## src/rtl/cnn_layer_accel_fas_pkg.sv

```systemverilog
// Shared types and constants for the FAS job controller: FSM states,
// target register map, opcodes and config-packet field positions.
package cnn_layer_accel_fas_pkg;

    typedef enum logic [2:0] {
        ST_IDLE     = 3'd0,
        ST_CFG_REQ  = 3'd1,
        ST_CFG_DATA = 3'd2,
        ST_STRM_REQ = 3'd3,
        ST_STRM     = 3'd4,
        ST_IRQ      = 3'd5
    } fas_state_t;

    // Target write map uses CFG_BASE/START, read map uses STATUS/CFG_BASE.
    localparam logic REG_CFG_BASE = 1'b0;
    localparam logic REG_START    = 1'b1;
    localparam logic REG_STATUS   = 1'b0;

    localparam logic [7:0] OP_COPY = 8'd0;
    localparam logic [7:0] OP_RELU = 8'd1;

    localparam int PKT_SRC_LSB = 0;
    localparam int PKT_DST_LSB = 32;
    localparam int PKT_LEN_LSB = 64;
    localparam int PKT_OP_LSB  = 80;

    localparam int LANE_W = 16;

    function automatic logic op_is_known(input logic [7:0] op);
        return (op == OP_COPY) || (op == OP_RELU);
    endfunction

endpackage

```

## src/rtl/cnn_layer_accel_fas_core_if.sv

```systemverilog
// Bundle of the target (host register) port and the initiator read/write
// channels. The slave modport is the accelerator core, master is its environment.
interface cnn_layer_accel_fas_core_if #(
    parameter int ADDR_W = 32,
    parameter int LEN_W  = 16,
    parameter int DATA_W = 128,
    parameter int TARG_W = 32
) ();

    // Handshakes: a data beat moves on the clock edge where vld and rdy are
    // both high, and vld/data hold until then; req/addr/len hold until the
    // edge where req_ack is high; acks, cmpl and target strobes are pulses.
    logic              targ_write_addr;
    logic              targ_write_addr_vld;
    logic [TARG_W-1:0] targ_write_data;
    logic              targ_write_ack;
    logic              targ_read_addr;
    logic              targ_read_addr_vld;
    logic [TARG_W-1:0] targ_read_data;
    logic              targ_read_ack;

    logic              init_read_req;
    logic [ADDR_W-1:0] init_read_addr;
    logic [LEN_W-1:0]  init_read_len;
    logic              init_read_req_ack;
    logic [DATA_W-1:0] init_read_data;
    logic              init_read_data_vld;
    logic              init_read_data_rdy;
    logic              init_read_cmpl;

    logic              init_write_req;
    logic [ADDR_W-1:0] init_write_addr;
    logic [LEN_W-1:0]  init_write_len;
    logic              init_write_req_ack;
    logic [DATA_W-1:0] init_write_data;
    logic              init_write_data_vld;
    logic              init_write_data_rdy;
    logic              init_write_cmpl;

    logic              init_usrIntr;
    logic              init_usrIntr_ack;

    modport slave (
        input  targ_write_addr, targ_write_addr_vld, targ_write_data,
        input  targ_read_addr, targ_read_addr_vld,
        output targ_write_ack, targ_read_data, targ_read_ack,
        output init_read_req, init_read_addr, init_read_len, init_read_data_rdy,
        input  init_read_req_ack, init_read_data, init_read_data_vld, init_read_cmpl,
        output init_write_req, init_write_addr, init_write_len,
        output init_write_data, init_write_data_vld,
        input  init_write_req_ack, init_write_data_rdy, init_write_cmpl,
        output init_usrIntr,
        input  init_usrIntr_ack
    );

    modport master (
        output targ_write_addr, targ_write_addr_vld, targ_write_data,
        output targ_read_addr, targ_read_addr_vld,
        input  targ_write_ack, targ_read_data, targ_read_ack,
        input  init_read_req, init_read_addr, init_read_len, init_read_data_rdy,
        output init_read_req_ack, init_read_data, init_read_data_vld, init_read_cmpl,
        input  init_write_req, init_write_addr, init_write_len,
        input  init_write_data, init_write_data_vld,
        output init_write_req_ack, init_write_data_rdy, init_write_cmpl,
        input  init_usrIntr,
        output init_usrIntr_ack
    );

endinterface

```

## src/rtl/fas_stream_fifo.sv

```systemverilog
// Synchronous stream buffer between the initiator read and write channels.
// Callers never push when full nor pop when empty.
module fas_stream_fifo #(
    parameter int W     = 128,
    parameter int DEPTH = 16
) (
    input  logic         clk,
    input  logic         rst,
    input  logic         flush,
    input  logic         push,
    input  logic [W-1:0] din,
    input  logic         pop,
    output logic [W-1:0] dout,
    output logic         full,
    output logic         empty
);
    localparam int AW = $clog2(DEPTH);

    logic [W-1:0] mem [DEPTH];
    logic [AW:0]  wr_ptr;
    logic [AW:0]  rd_ptr;

    always_ff @(posedge clk) begin
        if (!rst || flush) begin
            wr_ptr <= '0;
            rd_ptr <= '0;
        end else begin
            if (push) wr_ptr <= wr_ptr + (AW + 1)'(1);
            if (pop)  rd_ptr <= rd_ptr + (AW + 1)'(1);
        end
    end

    always_ff @(posedge clk) begin
        if (push) mem[wr_ptr[AW-1:0]] <= din;
    end

    // Pointers carry one wrap bit so full and empty stay distinguishable.
    assign dout  = mem[rd_ptr[AW-1:0]];
    assign empty = (wr_ptr == rd_ptr);
    assign full  = (wr_ptr[AW-1:0] == rd_ptr[AW-1:0]) && (wr_ptr[AW] != rd_ptr[AW]);

endmodule

```

## src/rtl/cnn_layer_accel_fas_core.sv

```systemverilog
// FAS job controller: config fetch, opcode-applied stream copy, done interrupt.
// Optional macro FAS_PERF_CNT_EN adds a busy-cycle counter readable at addr 1.
module cnn_layer_accel_fas_core
    import cnn_layer_accel_fas_pkg::*;
#(
    parameter int ADDR_W     = 32,
    parameter int LEN_W      = 16,
    parameter int DATA_W     = 128,
    parameter int TARG_W     = 32,
    parameter int FIFO_DEPTH = 16
) (
    input  logic                      clk_intf,
    input  logic                      rst,
    cnn_layer_accel_fas_core_if.slave bus,
    output fas_state_t                dbg_state
);
    fas_state_t        state, state_next;
    logic [ADDR_W-1:0] cfg_base;
    logic [31:0]       pkt_src, pkt_dst;
    logic [LEN_W-1:0]  pkt_len, len_now;
    logic [7:0]        pkt_op;
    logic              busy, done, err;
    logic              rd_acked, wr_acked, rd_cmpl_seen, wr_cmpl_seen;
    logic              start_go, pkt_take;
    logic              write_ack_q, read_ack_q;
    logic [TARG_W-1:0] read_data_q, read_alt;
    logic              fifo_push, fifo_pop, fifo_full, fifo_empty;
    logic [DATA_W-1:0] fifo_dout, wr_word;
    logic [LANE_W-1:0] lane;
    logic              rd_req, rd_rdy, wr_req, wr_vld, irq;
    logic [ADDR_W-1:0] rd_addr, wr_addr;
    logic [LEN_W-1:0]  rd_len, wr_len;

    assign start_go = bus.targ_write_addr_vld && (bus.targ_write_addr == REG_START)
                      && (state == ST_IDLE);
    assign pkt_take = (state == ST_CFG_DATA) && bus.init_read_data_vld;
    // The packet may arrive in the same cycle as its cmpl, so look through.
    assign len_now  = pkt_take ? bus.init_read_data[PKT_LEN_LSB +: LEN_W] : pkt_len;

    always_ff @(posedge clk_intf) begin
        if (!rst) state <= ST_IDLE;
        else      state <= state_next;
    end

    always_comb begin
        state_next = state;
        case (state)
            ST_IDLE:     if (start_go) state_next = ST_CFG_REQ;
            ST_CFG_REQ:  if (bus.init_read_req_ack) state_next = ST_CFG_DATA;
            ST_CFG_DATA: if (bus.init_read_cmpl)
                             state_next = (len_now == '0) ? ST_IRQ : ST_STRM_REQ;
            ST_STRM_REQ: if ((rd_acked || bus.init_read_req_ack) &&
                             (wr_acked || bus.init_write_req_ack)) state_next = ST_STRM;
            ST_STRM:     if ((rd_cmpl_seen || bus.init_read_cmpl) &&
                             (wr_cmpl_seen || bus.init_write_cmpl)) state_next = ST_IRQ;
            ST_IRQ:      if (bus.init_usrIntr_ack) state_next = ST_IDLE;
            default:     state_next = ST_IDLE;
        endcase
    end

    always_comb begin
        rd_req  = 1'b0;
        rd_addr = '0;
        rd_len  = '0;
        rd_rdy  = 1'b0;
        wr_req  = 1'b0;
        wr_addr = '0;
        wr_len  = '0;
        wr_vld  = 1'b0;
        irq     = 1'b0;
        case (state)
            ST_CFG_REQ: begin
                rd_req  = 1'b1;
                rd_addr = cfg_base;
                rd_len  = LEN_W'(1);
            end
            ST_CFG_DATA: rd_rdy = 1'b1;
            ST_STRM_REQ: begin
                if (!rd_acked) begin
                    rd_req  = 1'b1;
                    rd_addr = ADDR_W'(pkt_src);
                    rd_len  = pkt_len;
                end
                if (!wr_acked) begin
                    wr_req  = 1'b1;
                    wr_addr = ADDR_W'(pkt_dst);
                    wr_len  = pkt_len;
                end
            end
            ST_STRM: begin
                rd_rdy = !fifo_full;
                wr_vld = !fifo_empty;
            end
            ST_IRQ:  irq = 1'b1;
            default: ;
        endcase
    end

    always_ff @(posedge clk_intf) begin
        if (!rst) begin
            busy         <= 1'b0;
            done         <= 1'b0;
            err          <= 1'b0;
            pkt_src      <= '0;
            pkt_dst      <= '0;
            pkt_len      <= '0;
            pkt_op       <= '0;
            rd_acked     <= 1'b0;
            wr_acked     <= 1'b0;
            rd_cmpl_seen <= 1'b0;
            wr_cmpl_seen <= 1'b0;
        end else begin
            if (start_go) begin
                busy <= 1'b1;
                done <= 1'b0;
                err  <= 1'b0;
            end else if (state != ST_IRQ && state_next == ST_IRQ) begin
                busy <= 1'b0;
                done <= 1'b1;
            end
            if (pkt_take) begin
                pkt_src <= bus.init_read_data[PKT_SRC_LSB +: 32];
                pkt_dst <= bus.init_read_data[PKT_DST_LSB +: 32];
                pkt_len <= bus.init_read_data[PKT_LEN_LSB +: LEN_W];
                pkt_op  <= bus.init_read_data[PKT_OP_LSB +: 8];
                if (!op_is_known(bus.init_read_data[PKT_OP_LSB +: 8])) err <= 1'b1;
            end
            rd_acked     <= (state == ST_STRM_REQ) && (rd_acked || bus.init_read_req_ack);
            wr_acked     <= (state == ST_STRM_REQ) && (wr_acked || bus.init_write_req_ack);
            rd_cmpl_seen <= (state == ST_STRM) && (rd_cmpl_seen || bus.init_read_cmpl);
            wr_cmpl_seen <= (state == ST_STRM) && (wr_cmpl_seen || bus.init_write_cmpl);
        end
    end

`ifdef FAS_PERF_CNT_EN
    logic [31:0] perf_cnt;
    always_ff @(posedge clk_intf) begin
        if (!rst || start_go)              perf_cnt <= '0;
        else if (busy && perf_cnt != '1)   perf_cnt <= perf_cnt + 32'd1;
    end
    assign read_alt = TARG_W'(perf_cnt);
`else
    assign read_alt = TARG_W'(cfg_base);
`endif

    always_ff @(posedge clk_intf) begin
        if (!rst) begin
            cfg_base    <= '0;
            write_ack_q <= 1'b0;
            read_ack_q  <= 1'b0;
            read_data_q <= '0;
        end else begin
            write_ack_q <= bus.targ_write_addr_vld;
            read_ack_q  <= bus.targ_read_addr_vld;
            if (bus.targ_write_addr_vld && bus.targ_write_addr == REG_CFG_BASE)
                cfg_base <= ADDR_W'(bus.targ_write_data);
            if (!bus.targ_read_addr_vld)
                read_data_q <= '0;
            else if (bus.targ_read_addr == REG_STATUS)
                read_data_q <= TARG_W'({err, done, busy});
            else
                read_data_q <= read_alt;
        end
    end

    assign fifo_push = (state == ST_STRM) && bus.init_read_data_vld && !fifo_full;
    assign fifo_pop  = wr_vld && bus.init_write_data_rdy;

    fas_stream_fifo #(.W(DATA_W), .DEPTH(FIFO_DEPTH)) u_fifo (
        .clk   (clk_intf),
        .rst   (rst),
        .flush (start_go),
        .push  (fifo_push),
        .din   (bus.init_read_data),
        .pop   (fifo_pop),
        .dout  (fifo_dout),
        .full  (fifo_full),
        .empty (fifo_empty)
    );

    // Opcode is applied at the FIFO head so the buffer holds raw source words.
    always_comb begin
        wr_word = '0;
        lane    = '0;
        if (wr_vld) begin
            for (int i = 0; i < DATA_W / LANE_W; i++) begin
                lane = fifo_dout[i*LANE_W +: LANE_W];
                wr_word[i*LANE_W +: LANE_W] =
                    (pkt_op == OP_RELU && lane[LANE_W-1]) ? '0 : lane;
            end
        end
    end

    assign bus.targ_write_ack      = write_ack_q;
    assign bus.targ_read_ack       = read_ack_q;
    assign bus.targ_read_data      = read_data_q;
    assign bus.init_read_req       = rd_req;
    assign bus.init_read_addr      = rd_addr;
    assign bus.init_read_len       = rd_len;
    assign bus.init_read_data_rdy  = rd_rdy;
    assign bus.init_write_req      = wr_req;
    assign bus.init_write_addr     = wr_addr;
    assign bus.init_write_len      = wr_len;
    assign bus.init_write_data     = wr_word;
    assign bus.init_write_data_vld = wr_vld;
    assign bus.init_usrIntr        = irq;
    assign dbg_state               = state;

endmodule

```

## src/flat_wrapper.sv

```systemverilog
// flat-port wrapper written by rule: the top's interface ports become plain ports
module cnn_layer_accel_fas_core_flat import cnn_layer_accel_fas_pkg::*;
#(
    parameter int ADDR_W     = 32,
    parameter int LEN_W      = 16,
    parameter int DATA_W     = 128,
    parameter int TARG_W     = 32,
    parameter int FIFO_DEPTH = 16
)
  (clk_intf, rst, dbg_state, bus_targ_write_addr, bus_targ_write_addr_vld, bus_targ_write_data, bus_targ_read_addr, bus_targ_read_addr_vld, bus_targ_write_ack, bus_targ_read_data, bus_targ_read_ack, bus_init_read_req, bus_init_read_addr, bus_init_read_len, bus_init_read_data_rdy, bus_init_read_req_ack, bus_init_read_data, bus_init_read_data_vld, bus_init_read_cmpl, bus_init_write_req, bus_init_write_addr, bus_init_write_len, bus_init_write_data, bus_init_write_data_vld, bus_init_write_req_ack, bus_init_write_data_rdy, bus_init_write_cmpl, bus_init_usrIntr, bus_init_usrIntr_ack);
  cnn_layer_accel_fas_core_if #(.ADDR_W(ADDR_W), .LEN_W(LEN_W), .DATA_W(DATA_W), .TARG_W(TARG_W)) bus_i ();
  input  logic clk_intf;
  input  logic rst;
  output fas_state_t dbg_state;
  input wire logic [$bits(bus_i.targ_write_addr)-1:0] bus_targ_write_addr;
  input wire logic [$bits(bus_i.targ_write_addr_vld)-1:0] bus_targ_write_addr_vld;
  input wire logic [$bits(bus_i.targ_write_data)-1:0] bus_targ_write_data;
  input wire logic [$bits(bus_i.targ_read_addr)-1:0] bus_targ_read_addr;
  input wire logic [$bits(bus_i.targ_read_addr_vld)-1:0] bus_targ_read_addr_vld;
  output wire logic [$bits(bus_i.targ_write_ack)-1:0] bus_targ_write_ack;
  output wire logic [$bits(bus_i.targ_read_data)-1:0] bus_targ_read_data;
  output wire logic [$bits(bus_i.targ_read_ack)-1:0] bus_targ_read_ack;
  output wire logic [$bits(bus_i.init_read_req)-1:0] bus_init_read_req;
  output wire logic [$bits(bus_i.init_read_addr)-1:0] bus_init_read_addr;
  output wire logic [$bits(bus_i.init_read_len)-1:0] bus_init_read_len;
  output wire logic [$bits(bus_i.init_read_data_rdy)-1:0] bus_init_read_data_rdy;
  input wire logic [$bits(bus_i.init_read_req_ack)-1:0] bus_init_read_req_ack;
  input wire logic [$bits(bus_i.init_read_data)-1:0] bus_init_read_data;
  input wire logic [$bits(bus_i.init_read_data_vld)-1:0] bus_init_read_data_vld;
  input wire logic [$bits(bus_i.init_read_cmpl)-1:0] bus_init_read_cmpl;
  output wire logic [$bits(bus_i.init_write_req)-1:0] bus_init_write_req;
  output wire logic [$bits(bus_i.init_write_addr)-1:0] bus_init_write_addr;
  output wire logic [$bits(bus_i.init_write_len)-1:0] bus_init_write_len;
  output wire logic [$bits(bus_i.init_write_data)-1:0] bus_init_write_data;
  output wire logic [$bits(bus_i.init_write_data_vld)-1:0] bus_init_write_data_vld;
  input wire logic [$bits(bus_i.init_write_req_ack)-1:0] bus_init_write_req_ack;
  input wire logic [$bits(bus_i.init_write_data_rdy)-1:0] bus_init_write_data_rdy;
  input wire logic [$bits(bus_i.init_write_cmpl)-1:0] bus_init_write_cmpl;
  output wire logic [$bits(bus_i.init_usrIntr)-1:0] bus_init_usrIntr;
  input wire logic [$bits(bus_i.init_usrIntr_ack)-1:0] bus_init_usrIntr_ack;
  assign bus_i.targ_write_addr = bus_targ_write_addr;
  assign bus_i.targ_write_addr_vld = bus_targ_write_addr_vld;
  assign bus_i.targ_write_data = bus_targ_write_data;
  assign bus_i.targ_read_addr = bus_targ_read_addr;
  assign bus_i.targ_read_addr_vld = bus_targ_read_addr_vld;
  assign bus_targ_write_ack = bus_i.targ_write_ack;
  assign bus_targ_read_data = bus_i.targ_read_data;
  assign bus_targ_read_ack = bus_i.targ_read_ack;
  assign bus_init_read_req = bus_i.init_read_req;
  assign bus_init_read_addr = bus_i.init_read_addr;
  assign bus_init_read_len = bus_i.init_read_len;
  assign bus_init_read_data_rdy = bus_i.init_read_data_rdy;
  assign bus_i.init_read_req_ack = bus_init_read_req_ack;
  assign bus_i.init_read_data = bus_init_read_data;
  assign bus_i.init_read_data_vld = bus_init_read_data_vld;
  assign bus_i.init_read_cmpl = bus_init_read_cmpl;
  assign bus_init_write_req = bus_i.init_write_req;
  assign bus_init_write_addr = bus_i.init_write_addr;
  assign bus_init_write_len = bus_i.init_write_len;
  assign bus_init_write_data = bus_i.init_write_data;
  assign bus_init_write_data_vld = bus_i.init_write_data_vld;
  assign bus_i.init_write_req_ack = bus_init_write_req_ack;
  assign bus_i.init_write_data_rdy = bus_init_write_data_rdy;
  assign bus_i.init_write_cmpl = bus_init_write_cmpl;
  assign bus_init_usrIntr = bus_i.init_usrIntr;
  assign bus_i.init_usrIntr_ack = bus_init_usrIntr_ack;
  cnn_layer_accel_fas_core #(.ADDR_W(ADDR_W), .LEN_W(LEN_W), .DATA_W(DATA_W), .TARG_W(TARG_W), .FIFO_DEPTH(FIFO_DEPTH)) u_core (.clk_intf(clk_intf), .rst(rst), .bus(bus_i), .dbg_state(dbg_state));
endmodule
```

## config.mk

```make
export PLATFORM = sky130hd
export DESIGN_NAME = cnn_layer_accel_fas_core_flat
export DESIGN_NICKNAME = d
export VERILOG_FILES = /design/src/rtl/cnn_layer_accel_fas_pkg.sv /design/src/rtl/cnn_layer_accel_fas_core_if.sv /design/src/rtl/fas_stream_fifo.sv /design/src/rtl/cnn_layer_accel_fas_core.sv /design/src/flat_wrapper.sv
export SDC_FILE = /design/constraint.sdc
export NUM_CORES = 2
export LEC_CHECK = 0
export CORE_ASPECT_RATIO = 1.75
export CORE_MARGIN = 2
export CORE_UTILIZATION = 35
export DETAILED_ROUTE_END_ITERATION = 8
export PLACE_DENSITY = 0.53
export SLEW_MARGIN = 20
export SYNTH_ARGS = -nofsm -noshare
export SYNTH_HDL_FRONTEND = slang
export SYNTH_SLANG_ARGS = --single-unit
export TNS_END_PERCENT = 100
```

## constraint.sdc

```tcl
create_clock -name clk_intf -period 19.2 [get_ports clk_intf]
set_input_delay 4.8 -clock clk_intf [delete_from_list [all_inputs] [get_ports clk_intf]]
set_output_delay 4.8 -clock clk_intf [all_outputs]
set_load 0.1 [all_outputs]
```

==> impl_metrics.json <==
{
  "status": "completed",
  "root_buffer": "clkbuf_16",
  "yosysSeqAreaShare_pct": 75.7,
  "crit_path_max_incr_delay_ps": 1290,
  "pwr-share-clk_pct": 42.8,
  "holdWs_ps": 465,
  "synthMuxAreaShare_pct": 16.8,
  "coreArea_mm2": 0.244,
  "synth_area_leaders": "edfxtp_1 72%, mux4_2 16%, dfxtp_1 4.1%, nand2_1 1.1%, a21boi_0 1.1%",
  "cts_sinks": 2226,
  "firstDrtPassIters": 8,
  "yosysTopAreaCell": "edfxtp_1",
  "vias_per_cell": 5.24,
  "start_util_pct": 35.2,
  "cts_made_buffers": 210,
  "grt_pass1_vias": 44100,
  "track_usage_pct": 19.0,
  "slew_headroom_pct": 22.1,
  "fmax_ghz": 0.0873,
  "synth_top_family_by_area": "multiplexers",
  "cts_buffer_depth": 4,
  "min_path_type": "flip-flop to flip-flop",
  "antenna_found_initial": 36,
  "async_flop_share_pct": 0,
  "drv_slew": 0,
  "peakVddDrop_v": 0.0000695,
  "worstSetupEndpointType": "output port",
  "slowest_stage": "clkdlybuf4s50_1",
  "post-cts-setup-buffers": 0,
  "cts_hold_buf": 0,
  "fillers": 21400,
  "wirelength_um": 239000,
  "clk_pin_slew_ps": 60,
  "synth_fa_ha_area_share_pct": 0.0728,
  "syn_nets": 4153,
  "htreeDepth": 4,
  "grt_overflow_total": 0,
  "worstMarginPinSlew_ps": 1170,
  "die_w_um": 379,
  "netlist_area_mm2": 0.0859,
  "synth.ff_latch_count": 2226,
  "area.growth.synth_to_final_pct": 17.3,
  "critPathMaxFanout": 48,
  "final-hold-violation-count": 0,
  "nets": 4679,
  "rows": 240,
  "hpwl_um": 132000,
  "rsz0062_at_grt": "false",
  "power.switching_mw": 1.95,
  "num_vias": 41600,
  "cts_tree": "yes",
  "die_area_mm2": 0.250,
  "ctsResizeCount": 0,
  "fin_crit_sh_pct": 59.7,
  "grt_pass1_wl_um": 334000,
  "drt_iter0_drc": 3576,
  "cellPowerDensity_mw_per_mm2": 95.3,
  "dieHeight_um": 660,
  "wl_per_cell_um": 30.1,
  "finClkSkew_ps": 54.3,
  "synth_flop_cell": "edfxtp_1",
  "synthSimpleGateAreaFrac_pct": 3.92,
  "postSynthAreaPerCell_um2": 21.6,
  "ys_types": 57,
  "tns_ps": 0,
  "cp.arrival_ps": 6660,
  "worstSetupStartpointType": "flip-flop",
  "crit_top_cell": "buf_4",
  "path_class": "flip-flop to output port",
  "grt_max_degree": 154,
  "p_leak_nw": 29.9,
  "setup_viol": 0,
  "drc_errors": 0,
  "p_seq_share_pct": 55.2,
  "synth_top_area_share_pct": 71.6,
  "p_int_mw": 7.66,
  "syn_inst": 3975,
  "final_layout_size_suffix_gt1_share_pct": 23.0,
  "synth_xor_xnor_area_share_pct": 0.143,
  "clk_latency_ps": 880,
  "synth_compound_area_share_pct": 1.71,
  "yosys_warnings": 0,
  "synth_edf_count": 2048,
  "required_ps": 14400,
  "routabilityCongestion": 0.726,
  "boundaryPins": 439,
  "min_period_ps": 11460,
  "io_buffers": 438,
  "final_util_pct": 41.3,
  "swShare_pct": 20.3,
  "cap_violations": 0,
  "ant_nets": 0,
  "worstPathCellList": "buf_4, buf_4, mux4_2, mux2_2, nand2_1, o311ai_4, buf_4, a211oi_1, clkdlybuf4s50_1",
  "power_frac_comb_pct": 2.0
}
-- cell families (layout without fill, tap and decap cells) --
group / Yosys count / in the layout
mux: 655 / 655
xor+xnor: 14 / 14
simple gates: 641 / 641
buf+inv: 234 / 923
compound gates: 200 / 200
fa+ha+maj: 5 / 5
other cells: 0 / 11
flops: 2226 / 2226
-- power by group through the flow --
stage	sequential, mW	clock, mW	combinational (mW)
6_report	5.30	4.12	0.189
5_1_grt	5.30	4.38	0.204
4_1_cts	5.30	4.23	0.190
3_5_place_dp	5.41	0	0.190
3_3_place_gp	5.41	0	0.184
2_1_floorplan	5.41	0	0.0459
-- area by class of cell --
| cell class | instances | area, µm² | area share, % |
|---|---|---|---|
| well taps | 3267 | 4090 | 4.05 |
| multi-input cells | 1515 | 19700 | 19.5 |
| inverters | 7 | 26.3 | 0.0261 |
| diodes | 11 | 27.5 | 0.0273 |
| repair buffers | 541 | 5310 | 5.26 |
| clock buffers | 284 | 5720 | 5.67 |
| flip-flops and latches | 2226 | 65100 | 64.6 |
| clock inverters | 91 | 918 | 0.911 |
-- metrics by stage --
stage | setup slack (ps) | cell area [µm²] | total power, mW | instances
2_1_floorplan | 4690 | 85900 | 5.46 | 3975
3_3_place_gp | 8630 | 94000 | 5.59 | 7551
6_report | 7740 | 101000 | 9.61 | 7942
3_5_place_dp | 8540 | 94000 | 5.60 | 7552
4_1_cts | 7560 | 101000 | 9.72 | 7927
5_1_grt | 7380 | 101000 | 9.88 | 7932
-- state kept, by name, summed over array words and instances, names as in the netlist, 3 cells and up, named ones only --
name,count
u_core.pkt_dst,32
u_core.pkt_op,8
u_core.dbg_state,3
u_core.pkt_len,16
u_core.pkt_src,32
u_core.u_fifo.wr_ptr,5
u_core.u_fifo.mem,2048
u_core.u_fifo.rd_ptr,5
u_core.cfg_base,32
u_core.bus.targ_read_data,32
-- final timing paths --
path,start,endpoint,slack [ps],cells past startpoint
max,flip-flop,bus_init_write_data[44],7740,9
min,u_core.pkt_src[26]$_SDFFE_PN0N_,u_core.pkt_src[26]$_SDFFE_PN0N_,460,2
max reg2reg,u_core.dbg_state[2]$_SDFF_PN0_,u_core.u_fifo.mem[8][19]$_DFFE_PP_,13990,6
min reg2reg,u_core.pkt_src[26]$_SDFFE_PN0N_,u_core.pkt_src[26]$_SDFFE_PN0N_,460,2
-- critical path, delay by kind of cell, from the launching register on --
| kind | cells | cell delay [ps] |
|---|---|---|
| buf+inv | 4 | 3200 |
| compound gates | 2 | 920 |
| flops | 1 | 810 |
| mux | 2 | 690 |
| simple gates | 1 | 120 |
-- per-layer routing --
metal | global-route usage [%] | up-vias | share of wire [%]
li1 | - | 17300 | -
met4 | 4.45 | 14 | 2.1
met1 | 25.5 | 22700 | 42
met2 | 31.8 | 1284 | 49
met5 | 0 | - | 0.034
met3 | 3.64 | 295 | 6.6
-- cells in the mapped netlist (5+ instances only) --
cell type and instances:
and3_1 29, nor2b_1 102, edfxtp_1 2048, a21oi_1 41, ha_1 5, mux4_2 620
clkbuf_1 84, mux4_1 8, inv_1 7, nor4_1 7, xnor2_1 11, and2_1 100
nor2b_4 8, buf_1 5, mux2_2 9, a21boi_0 121, nand2_1 263, nor2_1 40
buf_4 17, mux2i_1 18, nand3b_1 33, dfxtp_1 178, buf_6 42, nand2b_1 35
buf_2 76, a211oi_1 14, nand3_1 6
-- placed cells by master (no fill, tap or decap), types with 93 or more instances in the layout --
cell type and count:
a21boi_0 121, and2_1 99, buf_4 93, clkbuf_16 213, clkdlybuf4s50_1 436, dfxtp_1 172
edfxtp_1 2048, mux4_2 620, nand2_1 262, nor2b_1 100
Note: power is estimated with default switching activity, not from simulation.
